<file path="config.mk">
export PLATFORM = sky130hd
export DESIGN_NAME = ecc_secded_pipe
export DESIGN_NICKNAME = d
export VERILOG_FILES = /design/src/rtl/ecc_secded_pipe.sv
export SDC_FILE = /design/constraint.sdc
export NUM_CORES = 1
export LEC_CHECK = 0
export BUFFER_PORTS_ARGS = -buffer_cell sky130_fd_sc_hd__buf_2
export CAP_MARGIN = 40
export CORE_MARGIN = 2
export CORE_UTILIZATION = 31
export CTS_BUF_LIST = sky130_fd_sc_hd__clkbuf_4 sky130_fd_sc_hd__clkbuf_8
export DETAILED_ROUTE_END_ITERATION = 12
export MAX_ROUTING_LAYER = met4
export PLACE_DENSITY_LB_ADDON = 0.3
export SYNTH_ARGS = -nofsm -noshare
export SYNTH_HDL_FRONTEND = slang
export SYNTH_SLANG_ARGS = --single-unit
export TNS_END_PERCENT = 20
</file>
<file path="constraint.sdc">
create_clock -name clk -period 2.7 [get_ports clk]
set_input_delay 0.54 -clock clk [delete_from_list [all_inputs] [get_ports clk]]
set_output_delay 0.54 -clock clk [all_outputs]
set_load 0.005 [all_outputs]
</file>
<file path="src/rtl/ecc_secded_pipe.sv">
// ---------------------------------------------------------------------------
// ecc_secded_pipe
// Pipelined SECDED (extended Hamming) checker/corrector for RAM/FIFO read
// paths, plus a combinational encoder that shares the same H-matrix.
//
// Ports
//   clk, rst_n                 clock, asynchronous active-low reset
//   enc_data  / enc_parity     combinational encoder (write side)
//   in_valid/in_ready          input handshake
//   in_data, in_parity         stored word and its stored check bits
//   in_bypass                  pass the beat through unchecked
//   out_valid/out_ready        output handshake
//   out_data                   corrected data
//   out_syndrome               {overall mismatch, Hamming syndrome}
//   out_sbit_err/out_dbit_err  correctable / uncorrectable classification
//   clr_cnt                    synchronous clear of counters and capture
//   cnt_sbit, cnt_dbit         saturating error counters
//   first_err_vld/_syn         syndrome of the first erroring beat
// ---------------------------------------------------------------------------
module ecc_secded_pipe #(
   parameter int DATA_WIDTH   = 13,
   // r+1, where r is the smallest value with 2^r >= DATA_WIDTH+r+1.
   parameter int PARITY_WIDTH = (DATA_WIDTH <= 4)  ? 4 :
                                (DATA_WIDTH <= 11) ? 5 :
                                (DATA_WIDTH <= 26) ? 6 :
                                (DATA_WIDTH <= 57) ? 7 : 8,
   parameter int PIPE_STAGES  = 2,
   parameter int CNT_WIDTH    = 16
) (
   input  logic                    clk,
   input  logic                    rst_n,
   input  logic [DATA_WIDTH-1:0]   enc_data,
   output logic [PARITY_WIDTH-1:0] enc_parity,
   input  logic                    in_valid,
   output logic                    in_ready,
   input  logic [DATA_WIDTH-1:0]   in_data,
   input  logic [PARITY_WIDTH-1:0] in_parity,
   input  logic                    in_bypass,
   output logic                    out_valid,
   input  logic                    out_ready,
   output logic [DATA_WIDTH-1:0]   out_data,
   output logic [PARITY_WIDTH-1:0] out_syndrome,
   output logic                    out_sbit_err,
   output logic                    out_dbit_err,
   input  logic                    clr_cnt,
   output logic [CNT_WIDTH-1:0]    cnt_sbit,
   output logic [CNT_WIDTH-1:0]    cnt_dbit,
   output logic                    first_err_vld,
   output logic [PARITY_WIDTH-1:0] first_err_syn
);

   localparam int R = PARITY_WIDTH - 1;
   localparam logic [CNT_WIDTH-1:0] CNT_MAX = '1;

   typedef struct packed {
      logic [DATA_WIDTH-1:0] data;
      logic                  sbit;
      logic                  dbit;
   } dec_t;

   // Column of data bit idx: the idx-th integer >= 3 that is not a power of two.
   function automatic int unsigned col_of(input int unsigned idx);
      int unsigned n;
      col_of = 0;
      n      = 0;
      for (int unsigned c = 3; c < 128; c++) begin
         if ((c & (c - 1)) != 0) begin
            if (n == idx) col_of = c;
            n++;
         end
      end
   endfunction

   function automatic logic [PARITY_WIDTH-1:0] calc_parity(input logic [DATA_WIDTH-1:0] d);
      logic [PARITY_WIDTH-1:0] p;
      int unsigned             c;
      p = '0;
      for (int i = 0; i < DATA_WIDTH; i++) begin
         c = col_of(i);
         for (int k = 0; k < R; k++)
            if (c[k]) p[k] = p[k] ^ d[i];
      end
      // Overall bit covers the data and the freshly computed Hamming bits.
      p[R] = (^d) ^ (^p[R-1:0]);
      return p;
   endfunction

   function automatic dec_t decode(input logic [DATA_WIDTH-1:0] d,
                                   input logic [PARITY_WIDTH-1:0] s);
      dec_t         res;
      logic [R-1:0] l;
      logic         hit;
      l        = s[R-1:0];
      res.data = d;
      res.sbit = 1'b0;
      res.dbit = 1'b0;
      hit      = 1'b0;
      if (s[R]) begin
         for (int i = 0; i < DATA_WIDTH; i++) begin
            if (col_of(i) == 32'(l)) begin
               res.data[i] = ~d[i];
               hit         = 1'b1;
            end
         end
         // No matching column: zero or power-of-two points at a check bit.
         if (hit || ((l & (l - R'(1))) == '0)) res.sbit = 1'b1;
         else                                    res.dbit = 1'b1;
      end else if (l != '0) begin
         res.dbit = 1'b1;
      end
      return res;
   endfunction

   logic [PARITY_WIDTH-1:0] w_in_syn;
   logic                    w_src_vld;
   logic [DATA_WIDTH-1:0]   w_src_data;
   logic [PARITY_WIDTH-1:0] w_src_syn;
   dec_t                    w_dec;
   logic                    w_out_adv;
   logic                    w_acc;

   logic                    r_out_valid;
   logic [DATA_WIDTH-1:0]   r_out_data;
   logic [PARITY_WIDTH-1:0] r_out_syn;
   logic                    r_out_sbit;
   logic                    r_out_dbit;
   logic [CNT_WIDTH-1:0]    r_cnt_sbit;
   logic [CNT_WIDTH-1:0]    r_cnt_dbit;
   logic                    r_first_vld;
   logic [PARITY_WIDTH-1:0] r_first_syn;

   assign enc_parity = calc_parity(enc_data);

   // A bypassed beat carries a zero syndrome, which decodes as "no error":
   // data passes untouched and neither flags nor counters react.
   always_comb begin
      // NOTE: default assigned first so no path through the block can infer a latch.
      w_in_syn = '0;
      if (!in_bypass) w_in_syn = in_parity ^ calc_parity(in_data);
   end

   always_comb begin
      w_dec = decode(w_src_data, w_src_syn);
   end

   assign w_out_adv = !r_out_valid || out_ready;

   generate
      if (PIPE_STAGES == 1) begin : g_one
         assign in_ready   = w_out_adv;
         assign w_src_vld  = in_valid;
         assign w_src_data = in_data;
         assign w_src_syn  = w_in_syn;
      end else begin : g_two
         logic                    r_s1_vld;
         logic [DATA_WIDTH-1:0]   r_s1_data;
         logic [PARITY_WIDTH-1:0] r_s1_syn;

         always_ff @(posedge clk or negedge rst_n) begin
            if (!rst_n) begin
               r_s1_vld  <= 1'b0;
               r_s1_data <= '0;
               r_s1_syn  <= '0;
            end else if (in_ready) begin
               r_s1_vld <= in_valid;
               if (in_valid) begin
                  r_s1_data <= in_data;
                  r_s1_syn  <= w_in_syn;
               end
            end
         end

         assign in_ready   = !r_s1_vld || w_out_adv;
         assign w_src_vld  = r_s1_vld;
         assign w_src_data = r_s1_data;
         assign w_src_syn  = r_s1_syn;
      end
   endgenerate

   // Output stage only loads when it advances, so a stalled beat holds every out_*.
   always_ff @(posedge clk or negedge rst_n) begin
      // NOTE: sequential state uses non-blocking assignments so every flop samples pre-edge values.
      if (!rst_n) begin
         r_out_valid <= 1'b0;
         r_out_data  <= '0;
         r_out_syn   <= '0;
         r_out_sbit  <= 1'b0;
         r_out_dbit  <= 1'b0;
      end else if (w_out_adv) begin
         r_out_valid <= w_src_vld;
         if (w_src_vld) begin
            r_out_data <= w_dec.data;
            r_out_syn  <= w_src_syn;
            r_out_sbit <= w_dec.sbit;
            r_out_dbit <= w_dec.dbit;
         end
      end
   end

   assign w_acc = r_out_valid && out_ready;

   // clr_cnt takes priority over a beat leaving in the same cycle.
   always_ff @(posedge clk or negedge rst_n) begin
      if (!rst_n) begin
         r_cnt_sbit  <= '0;
         r_cnt_dbit  <= '0;
         r_first_vld <= 1'b0;
         r_first_syn <= '0;
      end else if (clr_cnt) begin
         r_cnt_sbit  <= '0;
         r_cnt_dbit  <= '0;
         r_first_vld <= 1'b0;
         r_first_syn <= '0;
      end else if (w_acc) begin
         if (r_out_sbit && r_cnt_sbit != CNT_MAX) r_cnt_sbit <= r_cnt_sbit + CNT_WIDTH'(1);
         if (r_out_dbit && r_cnt_dbit != CNT_MAX) r_cnt_dbit <= r_cnt_dbit + CNT_WIDTH'(1);
         if ((r_out_sbit || r_out_dbit) && !r_first_vld) begin
            r_first_vld <= 1'b1;
            r_first_syn <= r_out_syn;
         end
      end
   end

   assign out_valid     = r_out_valid;
   assign out_data      = r_out_data;
   assign out_syndrome  = r_out_syn;
   assign out_sbit_err  = r_out_sbit;
   assign out_dbit_err  = r_out_dbit;
   assign cnt_sbit      = r_cnt_sbit;
   assign cnt_dbit      = r_cnt_dbit;
   assign first_err_vld = r_first_vld;
   assign first_err_syn = r_first_syn;

endmodule

</file>
## Yosys cells after proc, flatten, opt, wreduce, memory -nomap -nowiden

Cells that the tools add are included.

- Register bits after elaboration: 81
- Input bits: 38
- Logic and storage cells: 7,023

- Add/sub/neg operators: 239
- Equal/unequal tests: 2,871
- Mux-type cells: 3,533
- Bitwise gates (word level): 104
- Reductions and logical operators: 264

Operators with widths:

| cell | number |
|---|---|
| 32-bit two-way mux | 1,785 |
| 32-bit by 4-bit == test with 1-bit output (second input constant) | 1,190 |
| 32-bit by 3-bit == test with 1-bit output (second input constant) | 952 |
| 32-bit by 2-bit == test with 1-bit output (second input constant) | 476 |
| 32-bit by 1-bit == test with 1-bit output (second input constant) | 238 |
| 32-bit zero test | 238 |
| 32-bit by 1-bit adder with 32-bit output (second input constant) | 236 |
| 5-bit two-way mux | 1,484 |
| 32-bit by 5-bit == test with 1-bit output | 13 |
| 4-bit two-way mux | 49 |
| 1-bit two-way mux | 164 |
| 3-bit two-way mux | 40 |
| 16-bit two-way mux | 6 |
| 1-bit bitwise XOR | 89 |
| 16-bit by 1-bit adder with 16-bit output (second input constant) | 2 |
| 16-bit != test (second input constant) | 2 |
| 13-bit parity | 2 |
| 6-bit two-way mux | 4 |
| 14-bit two-way mux | 1 |
| 1-bit inverter | 13 |
| 2-bit AND reduction | 5 |
| 5-bit parity | 2 |
| 2-bit nonzero test | 4 |
| 6-bit bitwise XOR | 1 |
| other kinds (7) | 15 |

## Longest topological paths before layout

- Word-level depth: 282
- Mapped depth: 7

## Least setup slack after synthesis

OpenSTA, ideal clock, no wires.

- Path type: input to register
- Start: in in_data[3]
- End: reg g_two.r_s1_syn[5]
- Setup time: 121 ps
- Arrival: 1,856 ps
- Data required time: 2,579 ps
- Slack: 723 ps
- Stages on the path: 5
- Cells stage by stage: xnor3_1 > xnor2_1 > xnor2_1 > xnor3_1 > a22o_1

- Cells in the longest elaborated chain, start to end: 34
- Elaborated cells between the ends (all ways): 155
- Those cells by class: mux (101); bitwise (52); reduce/logical (2)

Ends and longest elaborated chain:

| element | RTL line | RTL |
|---|---|---|
| from (decl) | 36 | `input logic [DATA_WIDTH-1:0] in_data,` |
| 1-bit bitwise XOR | - |  |
| 1-bit two-way mux (2 in series) | - |  |
| 1-bit bitwise XOR | - |  |
| 1-bit two-way mux (2 in series) | - |  |
| 1-bit bitwise XOR | - |  |
| 1-bit two-way mux (2 in series) | - |  |
| 1-bit bitwise XOR | - |  |
| 1-bit two-way mux (2 in series) | - |  |
| (+12 left out) | - |  |
| 1-bit bitwise XOR | - |  |
| 1-bit two-way mux (2 in series) | - |  |
| 1-bit bitwise XOR | - |  |
| 1-bit two-way mux (2 in series) | - |  |
| 5-bit parity | - |  |
| 1-bit bitwise XOR (*) | - |  |
| 6-bit bitwise XOR (*) | - |  |
| 6-bit two-way mux (*) | - |  |
| to (signal assigned) | 168 | `r_s1_syn <= w_in_syn;` |
| to (decl) | 157 | `logic [PARITY_WIDTH-1:0] r_s1_syn;` |

Mark *: on every way between the ends. The rest lies on a longest branch, timed or not. The select of a mux whose other input is x is not followed.
A chain may end at the register's enable or synchronous reset.

## Final worst setup path

- Start: in enc_data[9]
- End: out enc_parity[5]

- Cells in the longest elaborated chain, start to end: 5
- Elaborated cells between the ends (all ways): 10
- Those cells by class: bitwise (8); reduce/logical (2)

Ends and longest elaborated chain:

| element | RTL line | RTL |
|---|---|---|
| from (decl) | 32 | `input logic [DATA_WIDTH-1:0] enc_data,` |
| 1-bit bitwise XOR (3 in series) | - |  |
| 5-bit parity | - |  |
| 1-bit bitwise XOR (*) | - |  |
| to (decl) | 33 | `output logic [PARITY_WIDTH-1:0] enc_parity,` |

Mark *: on every way between the ends. The rest lies on a longest branch, timed or not.

==> impl_metrics.json <==
{
  "synthCells": 429,
  "grt_max_degree": 46,
  "synth_edf_count": 0,
  "yosysTopAreaCell": "dfrtp_1",
  "fmax_mhz": 451,
  "endpoint_kind": "output pin",
  "power_switching_mw": 1.04,
  "clk_pin_slew_ns": 0.09,
  "drive_above_1_share_pct": 27.1,
  "syn_area_um2": 4300,
  "firstDrtPassIters": 4,
  "ys_types": 41,
  "r2r_slack_ns": 0.74,
  "r2r_start": "cnt_dbit[0]",
  "p_clk_share_pct": 29.5,
  "slew_viol_final": 0,
  "required_ns": 2.16,
  "cts_tree": "done",
  "setup_tns_ns": 0,
  "rows": 43,
  "grt-ovfl-total": 0,
  "status": "finished, final reports clean",
  "p_seq_share_pct": 46.5,
  "diodes": 0,
  "fin_crit_sh_pct": 82.2,
  "worst_hold_path_type": "in -> async",
  "drv_cap": 0,
  "critPathLaunchType": "primary input",
  "vias_per_cell": 4.77,
  "clock-root-buffer": "clkbuf_8",
  "r2r_end": "cnt_dbit[9]",
  "async_flop_share_pct": 100,
  "finClkSkew_ns": 0.0126,
  "synth_top_area_share_pct": 47.1,
  "arrival_ns": 1.68,
  "drc": 0,
  "internal_power_mw": 2.30,
  "dp_hpwl_mm": 7.77,
  "tightest_slew_ns": 0.725,
  "peakVddDrop_mv": 0.313,
  "synth-seq-area-share_pct": 47.1,
  "syn_nets": 469,
  "antenna_left": 0,
  "numPortBuffers": 105,
  "start_util_pct": 31.3,
  "critical_path_class": "in -> out",
  "final_core_util_pct": 38.3,
  "setup_violations": 0,
  "r2r_cells": 6,
  "slew_headroom_pct": 51.7,
  "cts_made_buffers": 9,
  "rsz0062_at_grt": "no",
  "synth.ff_latch_count": 81,
  "cts_setup_buffers": 0,
  "postCtsHoldBufs": 0,
  "leakage_nw": 2.34,
  "antenna_found_initial": 0,
  "vias": 3414,
  "nets": 570,
  "cts.htree.levels": 3,
  "cts.sinks": 81,
  "path_max_fanout": 3,
  "cellPowerDensity_nw_per_um2": 635,
  "drt_wl_total_mm": 10.4,
  "io-pin-count": 106,
  "syn_avg_cell_area_um2": 10.0,
  "synth.area.top_cells": "dfrtp_1, xnor2_1, xor2_1",
  "area_delta_synth_final_pct": 22.1,
  "die_y_um": 122,
  "ctsResizeCount": 0,
  "finalHoldViolations": 0,
  "power_frac_comb_pct": 24.0,
  "grt_pass1_vias": 3376,
  "ys.flop_type": "dfrtp_1",
  "drt-initial-drc-count": 157,
  "ys_warn_count": 0,
  "dieWidth_um": 122,
  "clk_latency_ns": 0.37,
  "place.gp.congestion": 0.827,
  "swShare_pct": 31.1,
  "cts.path.max_buffers": 2,
  "core_um2": 13700,
  "dieArea_um2": 14800,
  "nFillCells": 1413,
  "grtUsageTotal_pct": 15.2,
  "avgRoutedWirePerCell_um": 14.6,
  "finalCriticalPeriod_ns": 2.22,
  "grt_pass1_wl_mm": 17.2
}
## layout by cell type, fill, tap and decap left out, types with 10 or more instances in the layout
cell type    n
dfrtp_1     81
nor3_1      10
nand2_1     52
nand3_1     18
xor2_1      27
xnor2_1     57
nor2_1      45
mux2_2      13
o21ai_1     13
buf_2      104
## worst max-delay path by stage
stage | from | to | slack (ns) | depth (start not counted)
3_3_place_gp | in_data[3] | g_two.r_s1_syn[5] | 0.54 | 6
3_5_place_dp | enc_data[9] | enc_parity[5] | 0.45 | 6
5_1_grt | enc_data[9] | enc_parity[5] | 0.40 | 6
6_report | enc_data[9] | enc_parity[5] | 0.48 | 6
4_1_cts | enc_data[9] | enc_parity[5] | 0.45 | 6
2_1_floorplan | in_data[3] | g_two.r_s1_syn[5] | 0.72 | 5
## cell families after synthesis
family | share of synthesized area [%]
and+or+nand+nor | 19.7
xor gates and xnor gates | 19.7
DFF | 47.1
AOI/OAI and AO/OA | 5.96
buffers and inverters | 2.12
muxes | 4.80
adders and majority gates | 0.582
## flip-flops by register name (all words and copies together) (netlist names), 6 cells and up
signal	count
cnt_dbit	16
g_two.r_s1_syn	6
g_two.r_s1_data	13
cnt_sbit	16
first_err_syn	6
out_data	13
out_syndrome	6
## worst max-delay path, cell delays in order
cell and delay [ns]:
buf_2 0.11, xor2_1 0.16, xnor2_1 0.37, xor2_1 0.24, xnor2_1 0.13, buf_2 0.12
## metrics by stage
step	area (um^2)	hold WS (ns)	instances	setup slack (ns)	total power, mW
after global routing	5250	0.219	715	0.398	3.54
after global placement	5040	0.468	699	0.541	2.37
final	5250	0.184	715	0.482	3.33
after CTS	5250	0.199	715	0.452	3.39
after detailed placement	5040	0.476	699	0.452	2.40
after floorplan	4300	0.244	429	0.723	2.04
## final cells by class
class / count / area [um^2] / share of cell area (%)
Multi-Input combinational cell: 324 / 2180 / 41.6
Sequential cell: 81 / 2030 / 38.6
Timing Repair Buffer: 109 / 583 / 11.1
Tap cell: 180 / 225 / 4.29
Clock buffer: 10 / 131 / 2.50
Clock inverter: 6 / 82.6 / 1.57
Inverter: 5 / 18.8 / 0.357
## power by group through the flow
| stage | sequential, mW | clock [mW] | combinational (mW) |
|---|---|---|---|
| 6_report | 1.55 | 0.985 | 0.800 |
| 5_1_grt | 1.58 | 1.06 | 0.900 |
| 4_1_cts | 1.55 | 1.02 | 0.821 |
| 3_5_place_dp | 1.58 | 0 | 0.818 |
| 3_3_place_gp | 1.57 | 0 | 0.798 |
| 2_1_floorplan | 1.50 | 0 | 0.540 |
## synthesized netlist by cell type, drive strengths merged (6+ instances only)
cell    number
o21ai       22
nand3       19
a21oi        7
clkbuf      18
xnor2       59
a22o         6
nand2       52
nor2        45
nor3        10
nor4         8
xor2        27
nand4        9
mux2i        6
mux2        13
dfrtp       81
## per-layer routing
metal	track usage (%)	wire, um
met1	19.0	4690
met2	25.2	5140
met3	3.93	469
met4	3.09	123
met5	-	0
Power figures use the tool's default switching activity.
